## src/rtl/sdram_arb_mc.sv

```systemverilog
// -----------------------------------------------------------------------------
// sdram_arb_mc
//
// Multi-channel SDRAM arbiter with a built-in auto-refresh timer. It sits
// between the init/refresh/read/write engines and the command mux of the
// SDRAM controller. NCH user channels each raise a write and/or read request.
// One channel is granted at a time, either round-robin or fixed priority.
// A due refresh always pre-empts new grants, but it never interrupts a burst
// that is already in progress.
//
// Parameters
//   NCH         number of user channels (1..8)
//   REF_CYCLES  refresh interval in sclk cycles (minimum 4)
//   RR_MODE     1 = round-robin among channels, 0 = fixed priority (ch0 first)
//
// Ports
//   sclk        system clock; all logic runs on its rising edge
//   s_rst       synchronous active-high reset
//   init_done   level from the init engine; arbiter and timer idle while low
//   ch_wr_req   per-channel write request (level, held until granted)
//   ch_rd_req   per-channel read request (level, held until granted)
//   ch_grant    registered one-hot grant
//   grant_is_wr 1 = granted operation is a write; valid while ch_grant != 0
//   xfer_done   one-cycle pulse from the rd/wr engine when the burst ends
//   ref_start   one-cycle pulse to the refresh engine
//   ref_done    one-cycle pulse when the refresh completes
//   ref_overdue sticky flag: an interval expired with a refresh still pending
// -----------------------------------------------------------------------------
module sdram_arb_mc #(
    parameter int NCH        = 2,
    parameter int REF_CYCLES = 780,
    parameter bit RR_MODE    = 1'b1
) (
    input  logic           sclk,
    input  logic           s_rst,
    input  logic           init_done,
    input  logic [NCH-1:0] ch_wr_req,
    input  logic [NCH-1:0] ch_rd_req,
    output logic [NCH-1:0] ch_grant,
    output logic           grant_is_wr,
    input  logic           xfer_done,
    output logic           ref_start,
    input  logic           ref_done,
    output logic           ref_overdue
);

    localparam int TW = (REF_CYCLES > 1) ? $clog2(REF_CYCLES) : 1;
    localparam logic [TW-1:0] TMAX = TW'(REF_CYCLES - 1);

    // Channel index width; one extra bit is used while scanning so that the
    // wrap-around of the round-robin pointer can be done with a subtract.
    localparam int LW = (NCH > 1) ? $clog2(NCH) : 1;
    localparam logic [LW-1:0] LAST_RST = LW'(NCH - 1);
    localparam logic [LW:0]   NCH_EXT  = (LW + 1)'(NCH);

    typedef enum logic [1:0] {
        WAIT_INIT,
        ARB,
        REFRESH,
        XFER
    } state_t;

    state_t         state_q, state_d;
    logic [TW-1:0]  timer_q, timer_d;
    logic           refPending_q, refPending_d;
    logic           refOverdue_q, refOverdue_d;
    logic           refStart_q, refStart_d;
    logic [NCH-1:0] grant_q, grant_d;
    logic           isWr_q, isWr_d;
    logic [LW-1:0]  lastGrant_q, lastGrant_d;

    logic           timerWrap;
    logic           refAck;
    logic [NCH-1:0] reqVec;
    logic           winFound;
    logic [LW-1:0]  winIdx;
    logic           winIsWr;
    logic [NCH-1:0] winOneHot;
    logic [LW:0]    scanIdx;

    assign reqVec = ch_wr_req | ch_rd_req;

    // Refresh interval timer. It only runs once the SDRAM is initialised.
    // A wrap always (re)arms ref_pending; an acknowledge on the very same
    // edge is treated as belonging to the old interval, so the new interval
    // stays pending and no overdue is flagged.
    always_comb begin
        timerWrap    = init_done && (timer_q == TMAX);
        refAck       = (state_q == REFRESH) && ref_done;
        timer_d      = timer_q;
        refPending_d = refPending_q;
        refOverdue_d = refOverdue_q;

        if (init_done) begin
            timer_d = timerWrap ? '0 : timer_q + 1'b1;
        end

        if (timerWrap) begin
            refPending_d = 1'b1;
        end else if (refAck) begin
            refPending_d = 1'b0;
        end

        if (timerWrap && refPending_q && !refAck) begin
            refOverdue_d = 1'b1;
        end
    end

    // Winner selection. Round-robin scans from the channel after the last
    // one granted; fixed priority takes the lowest requesting index. Within
    // the winning channel a write beats a read.
    always_comb begin
        winFound  = 1'b0;
        winIdx    = '0;
        winIsWr   = 1'b0;
        winOneHot = '0;
        scanIdx   = '0;

        if (RR_MODE) begin
            for (int i = 0; i < NCH; i++) begin
                scanIdx = {1'b0, lastGrant_q} + (LW + 1)'(i + 1);
                if (scanIdx >= NCH_EXT) begin
                    scanIdx = scanIdx - NCH_EXT;
                end
                if (!winFound && reqVec[scanIdx[LW-1:0]]) begin
                    winFound = 1'b1;
                    winIdx   = scanIdx[LW-1:0];
                end
            end
        end else begin
            for (int i = 0; i < NCH; i++) begin
                if (!winFound && reqVec[i]) begin
                    winFound = 1'b1;
                    winIdx   = LW'(i);
                end
            end
        end

        for (int i = 0; i < NCH; i++) begin
            if (winFound && (LW'(i) == winIdx)) begin
                winOneHot[i] = 1'b1;
                winIsWr      = ch_wr_req[i];
            end
        end
    end

    // Arbiter FSM next-state and registered-output logic. The grant and the
    // refresh start pulse are computed here and registered, so they appear
    // one edge after the decision is made in ARB.
    always_comb begin
        state_d     = state_q;
        grant_d     = grant_q;
        isWr_d      = isWr_q;
        lastGrant_d = lastGrant_q;
        refStart_d  = 1'b0;

        case (state_q)
            WAIT_INIT: begin
                if (init_done) begin
                    state_d = ARB;
                end
            end

            ARB: begin
                if (refPending_q) begin
                    state_d    = REFRESH;
                    refStart_d = 1'b1;
                end else if (winFound) begin
                    state_d = XFER;
                    grant_d = winOneHot;
                    isWr_d  = winIsWr;
                    if (RR_MODE) begin
                        lastGrant_d = winIdx;
                    end
                end
            end

            XFER: begin
                if (xfer_done) begin
                    state_d = ARB;
                    grant_d = '0;
                    isWr_d  = 1'b0;
                end
            end

            REFRESH: begin
                if (ref_done) begin
                    state_d = ARB;
                end
            end

            default: begin
                state_d = WAIT_INIT;
                grant_d = '0;
                isWr_d  = 1'b0;
            end
        endcase
    end

    // State and output registers with synchronous reset. The round-robin
    // pointer resets to the last channel so channel 0 is served first.
    always_ff @(posedge sclk) begin
        if (s_rst) begin
            state_q      <= WAIT_INIT;
            timer_q      <= '0;
            refPending_q <= 1'b0;
            refOverdue_q <= 1'b0;
            refStart_q   <= 1'b0;
            grant_q      <= '0;
            isWr_q       <= 1'b0;
            lastGrant_q  <= LAST_RST;
        end else begin
            state_q      <= state_d;
            timer_q      <= timer_d;
            refPending_q <= refPending_d;
            refOverdue_q <= refOverdue_d;
            refStart_q   <= refStart_d;
            grant_q      <= grant_d;
            isWr_q       <= isWr_d;
            lastGrant_q  <= lastGrant_d;
        end
    end

    assign ch_grant    = grant_q;
    assign grant_is_wr = isWr_q;
    assign ref_start   = refStart_q;
    assign ref_overdue = refOverdue_q;

endmodule

```

## config.mk

```make
export PLATFORM = sky130hd
export DESIGN_NAME = sdram_arb_mc
export DESIGN_NICKNAME = d
export VERILOG_FILES = /design/src/rtl/sdram_arb_mc.sv
export SDC_FILE = /design/constraint.sdc
export NUM_CORES = 1
export LEC_CHECK = 0
export CORE_MARGIN = 2
export CORE_UTILIZATION = 25
export CTS_CLUSTER_SIZE = 10
export DETAILED_ROUTE_END_ITERATION = 10
export GPL_ROUTABILITY_DRIVEN = 0
export GPL_TIMING_DRIVEN = 0
export PLACE_DENSITY = 0.47
export SYNTH_ARGS = -nofsm -noshare
export SYNTH_HDL_FRONTEND = slang
export SYNTH_SLANG_ARGS = --single-unit
```

## constraint.sdc

```tcl
create_clock -name sclk -period 4.2 [get_ports sclk]
set_clock_uncertainty 0.1 [all_clocks]
set_input_delay 0.63 -clock sclk [delete_from_list [all_inputs] [get_ports sclk]]
set_output_delay 0.63 -clock sclk [all_outputs]
set_load 0.02 [all_outputs]
```

==> results.toml <==
[cts]
cts_buffers = 3
tritoncts = "done"
cts-htree-levels = 1
cts_hold_buf = 0
cts_root_buf = "clkbuf_4"
cts-resized-gates = 0
post_cts_buffers = 0
clock_latency_ns = 0.30
cts_sinks = 19
cts.path.max_buffers = 2
path_clk_slew_ns = 0.11

[die]
top_level_ports = 14
rows = 21
die_area_um2 = 4051
dieWidth_um = 63.65
core_um2 = 3390
dieHeight_um = 63.65
start_util = 0.2625

[synth]
syn_area_um2 = 889.6
netlist-cell-type-count = 34
avgSynthCellArea_um2 = 8.986
yosysWarningCount = 0
synth-seq-area-share = 0.4276
synthesis.instances = 99
ys.flop_type = "dfxtp_1"
synth_seq_cells = 19
synth_nets = 109
synth_edf_count = 0
yosys-top-cells-area = "dfxtp_1, a21oi_1, o21ai_0"
yosys.area.top_type = "dfxtp_1"
yosysTopAreaCellShare = 0.4276
async_flop_share = 0

[timing]
fmax_mhz = 488.5
tns_ns = 0
slew-limit-headroom = 0.5746
period_needed_ns = 2.047
hold_viol_final = 0
rsz0062_at_grt = "no"
worstMarginPinSlew_ns = 0.6322
period_share = 0.4874
setup_viol = 0
maxSlewViolCount = 0

[route]
drc_errors = 0
ant_nets = 0
drt_wl_total_um = 1967
drt-initial-drc-count = 52
dr.pass1.iters = 4
vias = 827
wire_per_inst_um = 12.14
vias_per_cell = 5.105

[cells_and_area]
syn2layout_area_growth_pct = 24.19
num_antenna_cells = 0
final_common_cell = "dfxtp_1"
final_cell_mix = "dfxtp_1, clkdlybuf4s50_1, a21oi_1, o21ai_0"
nets = 127
fillers = 357
seq_area_um2 = 380.4
multi_input_area_um2 = 493.0
drive_gt1_frac = 0.08621
final_util = 0.3260

[flow_run]
drv_cap = 0

[critical_path]
critPathLaunch = "init_done"
cp.arrival_ns = 2.18
crit_fanout = 10
endpoint = "timer_q[7]"
crit_type = "primary input to flip-flop"
r2r_start = "timer_q[0]"
cp-end-kind = "flip-flop"
reg2reg_to = "timer_q[1]"
reg2reg_depth = 4
r2r_setup_slack_ns = 2.44
startpoint_type = "primary input"
cp.required_ns = 4.34

[power_and_ir_drop]
power.density_nw_per_um2 = 304.5
ir_drop_uv = 127.2
power_w = 0.0003364
p_leak_nw = 0.3565

[grt]
gr-usage-all-layers = 0.1137
grt_start_max_net_pins = 12
antenna_found_initial = 0
grt_pass1_wl_um = 3615
gr-total-overflow = 0
grt_pass1_vias = 830

[worst_hold_path]
worstHoldPathType = "flip-flop to flip-flop"
min_from = "timer_q[9]"

[run_status]
status = "finished, final reports clean"

[placement]
dp.final_hpwl_um = 1443
io_buffer_count = 13
==> where the power goes <==
part	leakage, nW	switching [W]	internal [W]
Combinational	0.184	0.0000224	0.0000235
Clock	0.0177	0.0000596	0.0000355
Sequential	0.154	0.00000794	0.000187
==> area by class of cell <==
cell class | instances | share of cell area
multi-input cells | 76 | 0.4462
flip-flops and latches | 19 | 0.3443
repair buffers | 13 | 0.1178
well taps | 46 | 0.05210
clock buffers | 3 | 0.02039
plain buffers | 2 | 0.007928
inverters | 2 | 0.006795
clock inverters | 1 | 0.004530
==> through the flow <==
stage | instance area [um^2] | hold WS, ns | cells | setup slack [ns]
global placement | 1077 | 0.3603 | 158 | 1.874
detailed placement | 1077 | 0.3677 | 158 | 1.824
global route | 1105 | 0.4188 | 162 | 2.027
finish | 1105 | 0.3851 | 162 | 2.153
floorplan | 889.6 | 0.3466 | 99 | 2.508
CTS | 1105 | 0.3875 | 162 | 2.145
==> sequential cells by signal (all words and copies together), names as in the netlist <==
signal and flops:
timer_q 10, ref_start 1, ref_overdue 1, lastGrant_q 1, refPending_q 1, ch_grant 2, grant_is_wr 1, state_q 2
==> synth_stat cells (2+ instances only) <==
library cell	count
nor3b_1	4
a21oi_1	9
or3_1	3
nand2_1	6
o31ai_1	4
xor2_1	3
o31ai_2	2
nand2b_1	2
o21ai_0	8
nand4_1	3
nand3_1	6
inv_1	2
or4_1	3
dfxtp_1	19
nor2_1	6
==> critical path: stages <==
cell and delay [ns]:
clkdlybuf4s50_1 0.48, buf_2 0.22, nand3_1 0.18, or4_1 0.53, a21oi_1 0.15
==> per-layer routing <==
layer	routed length (um)	track usage	vias up
li1	-	-	413
met4	19	0.03804	0
met3	104	0.04286	2
met2	911	0.1803	29
met1	931	0.1413	383
met5	0	0	-
==> worst min-delay path by stage <==
| stage | endpoint | depth (start not counted) | slack, ns |
|---|---|---|---|
| CTS | timer_q[9] | 2 | 0.39 |
| finish | timer_q[9] | 2 | 0.39 |
| floorplan | timer_q[9] | 2 | 0.35 |
| detailed placement | ref_overdue | 2 | 0.37 |
| global placement | ref_overdue | 2 | 0.36 |
| global route | ref_overdue | 2 | 0.42 |
==> cells by family (layout without fill, tap and decap cells) <==
logic type,Yosys count,in the layout,share of synthesized area
AND/OR/NAND/NOR,42,42,0.2869
AO/OA/AOI/OAI,30,30,0.2236
flip-flops,19,19,0.4276
buffers and inverters,4,21,0.01828
XOR/XNOR,3,3,0.02954
adder cells (fa/ha/maj),1,1,0.01406
Note: power is estimated with default switching activity, not from simulation.
